$ cat src/rtl/rx_shift_fifo.sv
// rx_shift_fifo: UART RX deserialiser committing frames into a FWFT FIFO.
// Optional per-entry parity checking when RX_SHFT_PARITY_EN is defined.
module rx_shift_fifo #(
  parameter int DATA_W = 8,
  parameter int DEPTH = 4,
  parameter int PARITY_ODD = 0
) (
  input  logic                     CLOCK,
  input  logic                     reset_n,
  input  logic                     Rx,
  input  logic                     shift,
  input  logic                     load_buffer,
  input  logic                     Rd_en,
  input  logic                     clr_ovrflw,
  output logic [DATA_W-1:0]        rx_data_out,
  output logic                     d_valid,
  output logic                     parity_err,
  output logic                     overflow,
  output logic                     short_frame,
  output logic [$clog2(DEPTH):0]   fill_level
);
`ifdef RX_SHFT_PARITY_EN
  localparam int FW = DATA_W + 1;
`else
  localparam int FW = DATA_W;
`endif
  localparam int AW = $clog2(DEPTH);
  localparam int BW = $clog2(FW + 1);
  logic [FW-1:0] sr_q, sr_d, wdata, head;
  logic [BW-1:0] bcnt_q, bcnt_d;
  logic [AW-1:0] wptr_q, wptr_d, rptr_q, rptr_d;
  logic [AW:0] cnt_q, cnt_d;
  logic ovf_q, ovf_d, shf_q, shf_d, pop, push, frame_ok;
  logic [FW-1:0] mem_q [DEPTH];
`ifdef RX_SHFT_PARITY_EN
  assign wdata = {^sr_q ^ PARITY_ODD[0], sr_q[DATA_W-1:0]};
  assign parity_err = d_valid & head[FW-1];
`else
  logic unused_parity;
  assign unused_parity = PARITY_ODD[0];
  assign wdata = sr_q;
  assign parity_err = 1'b0;
`endif
  always_comb begin
    frame_ok = bcnt_q == BW'(FW);
    pop = Rd_en && cnt_q != '0;
    push = load_buffer && frame_ok && (cnt_q != (AW+1)'(DEPTH) || pop);
    sr_d = shift ? {Rx, sr_q[FW-1:1]} : sr_q;
    bcnt_d = load_buffer ? BW'(shift) : (shift && !frame_ok) ? bcnt_q + BW'(1) : bcnt_q;
    wptr_d = wptr_q + AW'(push);
    rptr_d = rptr_q + AW'(pop);
    cnt_d = cnt_q + (AW+1)'(push) - (AW+1)'(pop);
    ovf_d = (load_buffer && frame_ok && !push) || (ovf_q && !clr_ovrflw);
    shf_d = (load_buffer && !frame_ok) || (shf_q && !clr_ovrflw);
  end
  always_ff @(posedge CLOCK) begin
    if (!reset_n) begin
      sr_q <= '0;
      bcnt_q <= '0;
      wptr_q <= '0;
      rptr_q <= '0;
      cnt_q <= '0;
      ovf_q <= 1'b0;
      shf_q <= 1'b0;
    end else begin
      sr_q <= sr_d;
      bcnt_q <= bcnt_d;
      wptr_q <= wptr_d;
      rptr_q <= rptr_d;
      cnt_q <= cnt_d;
      ovf_q <= ovf_d;
      shf_q <= shf_d;
    end
  end
  always_ff @(posedge CLOCK) begin
    if (push) mem_q[wptr_q] <= wdata;
  end
  // memory is never cleared, so the head is masked while empty
  assign head = mem_q[rptr_q];
  assign d_valid = cnt_q != '0;
  assign rx_data_out = d_valid ? head[DATA_W-1:0] : '0;
  assign overflow = ovf_q;
  assign short_frame = shf_q;
  assign fill_level = cnt_q;
endmodule

$ cat config.mk
export PLATFORM = sky130hd
export DESIGN_NAME = rx_shift_fifo
export DESIGN_NICKNAME = d
export VERILOG_FILES = /design/src/rtl/rx_shift_fifo.sv
export SDC_FILE = /design/constraint.sdc
export NUM_CORES = 1
export LEC_CHECK = 0
export BUFFER_PORTS_ARGS = -buffer_cell sky130_fd_sc_hd__buf_2
export CAP_MARGIN = 40
export CORE_MARGIN = 5
export CORE_UTILIZATION = 45
export CTS_BUF_LIST = sky130_fd_sc_hd__clkbuf_16
export DETAILED_ROUTE_END_ITERATION = 10
export PLACE_DENSITY = 0.66
export RECOVER_POWER = 25
export SYNTH_ARGS = -nofsm -noshare
export SYNTH_HDL_FRONTEND = slang
export SYNTH_SLANG_ARGS = --single-unit
$ cat constraint.sdc
create_clock -name CLOCK -period 3.5 [get_ports CLOCK]
set_input_delay 0.175 -clock CLOCK [delete_from_list [all_inputs] [get_ports CLOCK]]
set_output_delay 0.175 -clock CLOCK [all_outputs]
set_load 0.03 [all_outputs]
Word-level counts from Yosys, hierarchy flattened
Memories as Yosys holds them, arrays and structs flattened. A register that Yosys moved wholly into a read port is not among the register bits.
Index checks and enable logic that the tools add are counted.
{"block": "word_totals", "reg_bits": 21, "ramBits": 32, "inputBits": 7, "out_inout_bits": 15, "elab_cells": 40, "memories": 1}
{"block": "op_classes", "add_sub_neg": 5, "eq_ne": 2, "muxes": 6, "n_bitwise": 1, "reduce_logical": 17}
{"name": "mem_q", "words": 4, "width": 8, "rd": 1, "rd_clocked_by_memory_dff": 1, "wr": 1, "line_no": "34", "rtl": "logic [FW-1:0] mem_q [DEPTH];"}
{"cell": "logical AND 1 bit", "n": 8}
{"cell": "two-way mux 8 bit", "n": 1}
{"cell": "adder 2 x 1 -> 2 bit", "n": 2}
{"cell": "adder 4 x 1 -> 4 bit (second input constant)", "n": 1}
{"cell": "== test 4 bit (second input constant)", "n": 1}
{"cell": "two-way mux 1 bit", "n": 4}
{"cell": "adder 3 x 1 -> 3 bit", "n": 1}
{"cell": "logical NOT 1 bit", "n": 3}
{"cell": "logical OR 1 bit", "n": 3}
{"cell": "inequality test 3 bit (second input constant)", "n": 1}
{"cell": "nonzero test 3 bit", "n": 1}
{"cell": "subtractor 3 x 1 -> 3 bit", "n": 1}
{"cell": "two-way mux 2 bit", "n": 1}
{"cell": "nonzero test 2 bit", "n": 1}
{"cell": "OR reduction 2 bit", "n": 1}
{"cell": "inverter 1 bit", "n": 1}

Logic depth before layout (Yosys ltp)
Gate-level depths: netlist (run 1).
{"block": "logic_depth", "depth_word": 7, "mapped_depth": 12, "mapped_depth_nobuf": 12}

Least setup slack after synthesis (run 1)
OpenSTA, ideal clock, no wires.
{"block": "synth_path", "kind": "register -> register", "from": "register cnt_q[1] (netlist: fill_level[1])", "to": "register cnt_q[2] (netlist: fill_level[2])", "setup_ps": 115, "arrival_time_ps": 2545, "required_time_ps": 3385, "slack_ps": 840, "stages_incl_launch_ff": 11, "n_path_buf": 0, "synth_period_minus_slack_ps": 2660, "cell_sequence": "dfxtp_1 nor3_1 nor2b_1 ha_1 inv_1 ha_1 inv_1 fa_1 xnor2_1 xnor2_1 and2_1"}
{"block": "synth_between", "elab_chain_cells": 6, "elab_cells_between_ends": 7, "cone_classes": "add/sub (2); eq/ne (1); reduce/logical (4)"}
{"element": "start: declaration", "line_no": "32", "rtl": "logic [AW:0] cnt_q, cnt_d;"}
{"element": "start signal: assignment", "line_no": "70", "rtl": "cnt_q <= cnt_d;"}
{"element": "nonzero test 3 bit", "line_no": "46", "rtl": "pop = Rd_en && cnt_q != '0;"}
{"element": "logical AND 1 bit", "line_no": "46"}
{"element": "logical OR 1 bit", "line_no": "47", "rtl": "push = load_buffer && frame_ok && (cnt_q != (AW+1)'(DEPTH) || pop);"}
{"element": "logical AND 1 bit", "line_no": "47"}
{"element": "adder 3 x 1 -> 3 bit", "line_no": "52", "rtl": "cnt_d = cnt_q + (AW+1)'(push) - (AW+1)'(pop);"}
{"element": "subtractor 3 x 1 -> 3 bit *", "line_no": "52"}
Every way passes the cells marked *; elsewhere a longest branch is shown, timed or not.
A chain may end at the register's enable or synchronous reset.

Worst setup path in the final report (run 1)
Ends and elaborated chain as after synthesis.

==> results.txt, run 1 <==
- Counting distinct cell types in the post-synthesis netlist gives 31.
* Detailed-routing wirelength on met1: 1570 um
* Cell taking the most area after synthesis: sky130_fd_sc_hd__edfxtp_1
- Wire length of the first global-routing pass: 6120 um
- Setup repair after global routing missed its margin: false
- Max-cap violations in this run came to 0.
- CTS saw 53 sinks.
- Sorting the synthesized cells by area gives the leading types as sky130_fd_sc_hd__edfxtp_1 44%, sky130_fd_sc_hd__dfxtp_1 19%, sky130_fd_sc_hd__mux4_2 8.3%.
- Detailed-route DRC error count: 0
- Synthesis produced a netlist with a net count of 166.
- Worst slew margin relative to its limit: 46.1%
- Sequential elements use 63.3% of the synthesized area.
* Met2 routed wirelength: 1860 um
- In the synthesized netlist the async set-or-reset flop fraction comes to 0%.
* Total Power Consumption: 1640 uW
* Proportion of layout cells with a drive suffix above 1: 22.0%
- Final-layout setup total negative slack: 0 ns
- Slack of the critical path: 0.925 ns
- Cell count after synthesis: 152
- Per report_power, the clock group accounts for 28.6% of the total.
* Most used standard cells in the synthesized netlist: 32 x sky130_fd_sc_hd__edfxtp_1, 21 x sky130_fd_sc_hd__dfxtp_1, 20 x sky130_fd_sc_hd__nor2b_1
- Leak pwr: 0.000974 uW
* Worst path arrival time: 2.76 ns
- Placed Instances: 236
- The first detailed-routing pass took 4 iterations.
- Measured along the y axis, the die boundary spans 79.6 um.
- The longest clock path from root to sink contains 2 buffers.
- Setup skew after layout: 0.00402 ns
- For this run, the total global-route usage over all layers was measured as 12.9%.
* Post-place setup slack: 0.938 ns
- Number of enable flip-flop cells after synthesis: 32
- Combinational share of power: 26.7%
- Total of buffers placed on input and output ports: 20
* Clock slew seen by the registers of the worst setup and hold paths: 0.06 ns
- Total via count in the routed design: 1,221
- Overall die area: 0.00634 mm^2
- The region available for standard cell placement spans 0.00472 mm^2.
* Post-CTS Resized: 0
- Dividing total power by cell area gives a power density of 655 mW/mm^2.
- Signal routing reaches up to met4.
- Tightest Hold Check Type: input port to register
* Detail Placement HPWL: 2550 um
* Most frequently used flop master after synthesis: sky130_fd_sc_hd__edfxtp_1
- Final #Nets: 190
- Number of levels in the clock H-tree: 2
- STA puts the critical path data required time at 3.68 ns.
- Count of synthesis-stage warnings from yosys: 0
* Number of nets with antenna violations after routing: 0
* TritonCTS clock tree: done
* Number of non-filler instances in the completed layout: 244
- In this run the worst path has a maximum fanout of 6.
- Type of the setup path with the least slack: register to register
- In the post-synthesis netlist, the cell with the most instances is sky130_fd_sc_hd__edfxtp_1.
- Compared with the post-synthesis result, the final layout area differs by 14.9%.
- Number of vias per cell: 5.00
- In this run the count of I/O pins placed on the die edge is 22.
- The routed design uses 178 um of met3 wire.
* Number of flip-flops and latches in the synthesized netlist: 53
* Congestion Overflow GR: 0
- The synthesized design devotes to its leading area cell type 44.0% of total area.
- Average cell area after synthesis: 14.4 um^2
- In this run, the number of DRC markers left after iteration 0 of detailed routing was 78.
* Number of placement rows: 25
- CTS buffer count: 5
- Entering global routing, the biggest net connects 21 pins.
* # diodes: 0
- The clock period could shrink to 2.57 ns.
- Root cell of the clock tree: sky130_fd_sc_hd__clkbuf_16
* Number of post-CTS setup repair buffers: 0
- Initial antenna violation count: 0
- From left edge to right edge, the die measures 79.6 um.
* Sequential fraction of design power: 44.7%
* Number of buffers inserted by hold repair at cts: 0
- Final WL: 3660 um
- Derived from the worst setup path, the maximum achievable clock frequency is 388 MHz.
- The analysis attributes to net switching a power of 508 uW.
* Measured slew at the worst slew-check pin: 0.805 ns
- Setup violations remaining at the end of the flow were counted as 0.
- WHS: 0.160 ns
- Initial core utilization: 46.2%
* Max rail drop VDD: 0.000289 V
- Register area: 0.00138 mm^2
- Final hold vios: 0
* Status: finished clean
- In the finished design, the share of the clock period the worst path needs comes to 73.6%.
- In the final layout, the multi-input gates occupy 733 um^2.
- The number of global-route vias before repair came to 1,273.
- Number of pins exceeding their max-slew limit in the final report: 0
* Synth Cell Area: 0.00218 mm^2
- Worst Setup Start Kind: register
- Worst-Skew Late Latency: 0.29 ns
- The internal portion of the total power is 1130 uW.
- STA classifies the critical path endpoint as a register.
* Final weighted congestion in routability-driven placement: 0.835
* Switching part of the total power: 31.0%
* Routed wire per std cell: 15.0 um
* Final-layout fill cell count: 393
## cells by family (layout without fill, tap and decap cells)
logic type	count (synthesis)	in the layout	synth area share (%)
compound gates	7	7	2.18
xor+xnor	5	5	2.01
fa+ha+maj	7	7	4.36
buf+inv	16	41	3.10
flops	53	53	63.3
mux	16	16	11.9
other cells	1	1	0.172
simple gates	47	47	13.0
## registers in the layout (all words and copies together) (netlist names)
signal and flops:
bcnt_q 4, fill_level 3, mem_q 32, overflow 1, rptr_q 2, short_frame 1, sr_q 8, wptr_q 2
## critical path, cell delays in order, from the launching register on
cell,delay [ns]
sky130_fd_sc_hd__dfxtp_1,0.37
sky130_fd_sc_hd__or4b_1,0.56
sky130_fd_sc_hd__nand3_1,0.24
sky130_fd_sc_hd__ha_1,0.28
sky130_fd_sc_hd__inv_1,0.06
sky130_fd_sc_hd__ha_1,0.13
sky130_fd_sc_hd__inv_1,0.05
sky130_fd_sc_hd__fa_1,0.37
sky130_fd_sc_hd__xnor2_1,0.15
sky130_fd_sc_hd__xnor2_1,0.12
sky130_fd_sc_hd__and2_1,0.15
## cell type report
type                       count  share of cell area, %
sequential                    53                   55.1
multi-input combinational     83                   29.3
timing repair buffer          24                   5.19
clock buffer                   5                   4.99
tap                           67                   3.34
inverter                       9                   1.35
clock inverter                 3                  0.749
## power groups by stage
stage	clock, uW	sequential (uW)	combinational (uW)
2_1_floorplan	0	740	332
3_3_place_gp	0	748	436
3_5_place_dp	0	751	448
4_1_cts	482	738	448
5_1_grt	509	742	472
6_report	469	734	438
## path summary, 6_finish.rpt
path	slack [ns]	depth (start not counted)	from	end
worst min-delay path	0.16	3	Rx	sr_q[7]$_SDFFE_PN0P_
worst max-delay path	0.93	10	fill_level[1]$_SDFF_PN0_	fill_level[2]$_SDFF_PN0_
worst max register to register	0.93	10	fill_level[1]$_SDFF_PN0_	fill_level[2]$_SDFF_PN0_
worst min register to register	0.52	0	sr_q[0]$_SDFFE_PN0P_	mem_q[3][0]$_DFFE_PP_
## layout by cell type (no fill, tap or decap), types with 3 or more instances in the layout
| cell | instances |
|---|---|
| sky130_fd_sc_hd__xor2_1 | 3 |
| sky130_fd_sc_hd__nor2_1 | 3 |
| sky130_fd_sc_hd__nor2b_1 | 20 |
| sky130_fd_sc_hd__dfxtp_1 | 21 |
| sky130_fd_sc_hd__mux4_2 | 8 |
| sky130_fd_sc_hd__ha_1 | 6 |
| sky130_fd_sc_hd__nor3_1 | 3 |
| sky130_fd_sc_hd__and2_1 | 7 |
| sky130_fd_sc_hd__buf_4 | 4 |
| sky130_fd_sc_hd__edfxtp_1 | 32 |
| sky130_fd_sc_hd__nand2_1 | 3 |
| sky130_fd_sc_hd__inv_1 | 10 |
| sky130_fd_sc_hd__mux2i_1 | 8 |
| sky130_fd_sc_hd__buf_2 | 20 |
| sky130_fd_sc_hd__clkbuf_16 | 5 |
## per-layer routing
layer / vias to the layer above / GRT usage (%)
li1: 587 / -
met1: 599 / 15.8
met2: 29 / 21.6
met3: 6 / 3.61
met4: 0 / 5.15
met5: - / 0
## metrics by stage
step / util (%) / cell area [um^2]
after global routing: 53.1 / 2510
after CTS: 53.1 / 2510
after global placement: 50.0 / 2360
after detailed placement: 50.0 / 2360
after floorplan: - / 2180
final: 53.1 / 2510
Power figures use the tool's default switching activity.
==> inputs of run 2 (changes only) <==
ABC_AREA = 1   (was unset)
PLACE_DENSITY = 0.68   (was 0.66)
clock period = 2.1 ns   (was 3.5 ns; I/O delays follow)
==> results.txt, run 2 <==
- Status: finished clean (unchanged)
- Total of buffers placed on input and output ports: 20 (unchanged)
- Final #Nets: 271 (was 190)
* Power density normalized to cell area: 1140 mW/mm^2 (was 655 mW/mm^2)
- Worst-Skew Late Latency: 0.29 ns (about the same)
* Final weighted congestion in routability-driven placement: 0.781 (was 0.835)
- Fraction of synthesized cell area taken by the top area cell type: 43.6% (was 44.0%)
* Area delta synth->final: 19.7% (was 14.9%)
* Switching part of the total power: 35.8% (was 31.0%)
- The number of antenna diodes is 0 (unchanged).
* Core outline area: 0.00472 mm^2 (unchanged)
* Wire length of the first global-routing pass: 6570 um (was 6120 um)
- Detailed-route DRC error count: 0 (unchanged)
- The top-level port count was 22 (unchanged).
- The top achievable clock speed came to 496 MHz (was 388 MHz).
- The final wirelength came to 3910 um (was 3660 um).
- Max-Cap Viols: 0 (unchanged)
- Count of synthesis-stage warnings from yosys: 0 (unchanged)
* Total Power Consumption: 3010 uW (was 1640 uW)
* Post-synth net total: 238 (was 166)
- Final setup violation count: 0 (unchanged)
* Overall die area: 0.00639 mm^2 (was 0.00634 mm^2)
- The count of routing violations after the opening detailed-route iteration came to 109 (was 78).
- The share of the clock period used by the worst path came to 95.9% (was 73.6%).
- The most common cell in the netlist was sky130_fd_sc_hd__nor2_1 (was sky130_fd_sc_hd__edfxtp_1).
* Worst path required time: 2.32 ns (was 3.68 ns)
- In this design, the critical path's most frequently occurring cell is sky130_fd_sc_hd__nand2_1.
- Largest register by flop count: mem_q (unchanged)
- The share of synthesized registers carrying an async set or reset came to 0% (unchanged).
- Number of pins exceeding their max-slew limit in the final report: 0 (unchanged)
- Commonest non-fill, non-tap cell in the layout: sky130_fd_sc_hd__nor2_1 (was sky130_fd_sc_hd__edfxtp_1)
- Most frequently used flop master after synthesis: sky130_fd_sc_hd__edfxtp_1 (unchanged)
* Max reg flops: 32 (unchanged)
- The area of the mapped netlist was 0.00220 mm^2 (was 0.00218 mm^2).
- The deepest clock path buffer count was 2 (unchanged).
- CP max-delay cell: sky130_fd_sc_hd__dfxtp_4 (was sky130_fd_sc_hd__or4b_1)
* Number of nets with antenna violations after routing: 0 (unchanged)
- Die X: 80.0 um (was 79.6 um)
- The total clock buffers created by CTS came to 5 (unchanged).
- Tightest Hold Check Type: input port to register (unchanged)
* Detail Placement HPWL: 2730 um (was 2550 um)
- Total via count in the routed design: 1,516 (was 1,221)
* Setup repair after global routing missed its margin: true (was false)
- The count of distinct cell types in the synthesized netlist was 23 (was 31).
- The effective utilization at floorplan is 46.6% (was 46.2%).
* Type of the setup path with the least slack: register to register (unchanged)
* List of cells traversed by the critical path: nor2_2, nand3_1, nand2_2, ha_4, inv_1, ha_1, inv_2, fa_2, xor2_2, nand2_1, nand2_1, nor2_1 (was or4b_1, nand3_1, ha_1, inv_1, ha_1, inv_1, fa_1, xnor2_1, xnor2_1, and2_1)
- Biggest area contributors in the synthesized netlist: sky130_fd_sc_hd__edfxtp_1 44%, sky130_fd_sc_hd__dfxtp_1 19%, sky130_fd_sc_hd__nor2_1 11% (was sky130_fd_sc_hd__edfxtp_1 44%, sky130_fd_sc_hd__dfxtp_1 19%, sky130_fd_sc_hd__mux4_2 8.3%)
- The cell chosen for the clock root is sky130_fd_sc_hd__clkbuf_16 (unchanged).
- The total number of clock tree sinks is 53 (unchanged).
- The clock period minus final worst setup slack is 2.01 ns (was 2.57 ns).
- The setup clock skew after layout was 0.00811 ns (was 0.00402 ns).
* Cell-internal power: 1930 uW (was 1130 uW)
- Top flop regs: mem_q x32, sr_q x8, bcnt_q x4 (unchanged)
* Worst path arrival time: 2.24 ns (was 2.76 ns)
- Global router's overall resource usage: 13.9% (was 12.9%)
- The final routed wire length divided by cell count is 12.0 um (was 15.0 um).
- Final-layout setup total negative slack: 0 ns (unchanged)
* Combinational share of power: 32.7% (was 26.7%)
- The largest voltage drop on the vdd net came to 0.000478 V (was 0.000289 V).
* Cell count after synthesis: 224 (was 152)
- Number of enable flip-flop cells after synthesis: 32 (unchanged)
* Number of vias per cell: 4.66 (was 5.00)
- Maximum number of pins on one net before global-route repair: 18 (was 21)
- Commonest cells after routing, fill and taps aside: 65 x sky130_fd_sc_hd__nor2_1, 32 x sky130_fd_sc_hd__edfxtp_1, 20 x sky130_fd_sc_hd__buf_2, 17 x sky130_fd_sc_hd__inv_1, 17 x sky130_fd_sc_hd__dfxtp_1 (was 32 x sky130_fd_sc_hd__edfxtp_1, 21 x sky130_fd_sc_hd__dfxtp_1, 20 x sky130_fd_sc_hd__nor2b_1, 20 x sky130_fd_sc_hd__buf_2, 10 x sky130_fd_sc_hd__inv_1)
- Iteration count of the initial detailed-routing pass: 4 (unchanged)
* Vias in the first global route: 1,374 (was 1,273)
- The startpoint type of the worst setup path was a register (unchanged).
- The post-synthesis sequential element count was 53 (unchanged).
- Most used standard cells in the synthesized netlist: 67 x sky130_fd_sc_hd__nor2_1, 32 x sky130_fd_sc_hd__edfxtp_1, 21 x sky130_fd_sc_hd__dfxtp_1 (was 32 x sky130_fd_sc_hd__edfxtp_1, 21 x sky130_fd_sc_hd__dfxtp_1, 20 x sky130_fd_sc_hd__nor2b_1).
- Sequential fraction of design power: 40.9% (was 44.7%)
- Final-layout fill cell count: 411 (was 393)
- The global-route congestion overflow total came to 0 (unchanged).
* WHS: 0.0404 ns (was 0.160 ns)
* Max Fanout on Critical Path: 5 (was 6)
* Leak pwr: 0.00108 uW (was 0.000974 uW)
- The overall die height was 80.0 um (was 79.6 um).
- Final hold vios: 0 (unchanged)
- The share of cells above drive strength 1 came to 22.9% (was 22.0%).
* TritonCTS clock tree: done (unchanged)
- Sequential cell area fraction in the yosys report: 62.7% (was 63.3%)
* Clock slew seen by the registers of the worst setup and hold paths: 0.07 ns (was 0.06 ns)
* Net switching power of the design: 1080 uW (was 508 uW)
- Number of placement rows: 25 (unchanged)
- The initial antenna violation count was 0 (unchanged).
- Share of total power in the clock network: 26.4% (was 28.6%)
* Cell taking the most area after synthesis: sky130_fd_sc_hd__edfxtp_1 (unchanged)
- Peak per-stage delay on the critical path: 0.37 ns (was 0.56 ns)
* Number of levels in the clock H-tree: 2 (unchanged)
- The average footprint of a synthesized cell was 9.83 um^2 (was 14.4 um^2).
* Kind of capture point of the worst setup path: register (unchanged)
## run 2: cell count changes after synthesis, moves of 3 or more
cell / change
sky130_fd_sc_hd__inv_1: +11
sky130_fd_sc_hd__mux4_2: -8
sky130_fd_sc_hd__nor2_1: +64
sky130_fd_sc_hd__nor2b_1: -20
sky130_fd_sc_hd__clkbuf_1: -3
sky130_fd_sc_hd__a21oi_1: +9
sky130_fd_sc_hd__mux2i_1: -8
sky130_fd_sc_hd__nand2_1: +13
sky130_fd_sc_hd__and2_1: -7
sky130_fd_sc_hd__o21ai_0: +13
sky130_fd_sc_hd__o21ai_1: +10
## run 2: power groups by stage
| stage | sequential [uW] | combinational (uW) | clock (uW) |
|---|---|---|---|
| floorplan | 1270 | 690 | 0 |
| global placement | 1250 | 952 | 0 |
| detailed placement | 1250 | 965 | 0 |
| CTS | 1230 | 971 | 817 |
| global route | 1240 | 1100 | 861 |
| finish | 1230 | 981 | 794 |
## run 2: layer usage
layer	vias to the layer above	wire, um	global-route usage (%)
met5	-	0	0
met4	0	59	7.09
met3	4	177	4.18
met2	28	1890	21.8
met1	684	1790	17.2
li1	800	-	-
## run 2: timing repair
| item | CTS | global route |
|---|---|---|
| setup buffers | 0 | 1 |
| endpoints found under the setup margin | 1 | 1 |
| endpoints found under the hold margin | 0 | 0 |
| pin swaps | 3 | 4 |
| resized for setup | 3 | 7 |
| hold buffers | 0 | 0 |
## run 2: through the flow
stage / cell area (um^2) / utilization, % / instances / setup slack, ns
floorplan: 2220 / - / 224 / 0.00353
global placement: 2440 / 51.7 / 316 / 0.0235
detailed placement: 2440 / 51.7 / 316 / -0.0475
CTS: 2590 / 54.9 / 324 / 0.0105
global route: 2640 / 55.8 / 325 / -0.0399
finish: 2640 / 55.8 / 325 / 0.0855
## run 2: logic make-up after synthesis
family,share of synthesized area (%)
xor gates and xnor gates,1.19
buffers and inverters,6.25
DFF,62.7
adders and majority gates,4.32
AOI/OAI and AO/OA,8.47
other,0.170
and+or+nand+nor,16.9
## run 2: critical path: cells and delay by family, from the launching register on
| kind | cells | cell delay, ns |
|---|---|---|
| adder cells (fa/ha/maj) | 3 | 0.70 |
| AND/OR/NAND/NOR | 6 | 0.63 |
| flip-flops | 1 | 0.37 |
| XOR/XNOR | 1 | 0.16 |
| buffers and inverters | 2 | 0.09 |
## run 2: layout make-up
| type | count | area [um^2] | area share (%) |
|---|---|---|---|
| multi-input combinational | 142 | 733 | 27.8 |
| clock buffer | 5 | 125 | 4.75 |
| timing repair buffer | 33 | 198 | 7.50 |
| sequential | 53 | 1390 | 52.8 |
| clock inverter | 3 | 21.3 | 0.807 |
| inverter | 22 | 83.8 | 3.18 |
| tap | 67 | 83.8 | 3.18 |
## run 2: path summary, 6_finish.rpt
kind	slack (ns)	startpoint	to	depth (start not counted)
worst max-delay path	0.09	fill_level[1]$_SDFF_PN0_	fill_level[2]$_SDFF_PN0_	12
worst max register to register	0.09	fill_level[1]$_SDFF_PN0_	fill_level[2]$_SDFF_PN0_	12
worst min-delay path	0.04	Rx	sr_q[7]$_SDFFE_PN0P_	3
worst min register to register	0.46	short_frame$_SDFF_PN0_	short_frame$_SDFF_PN0_	2
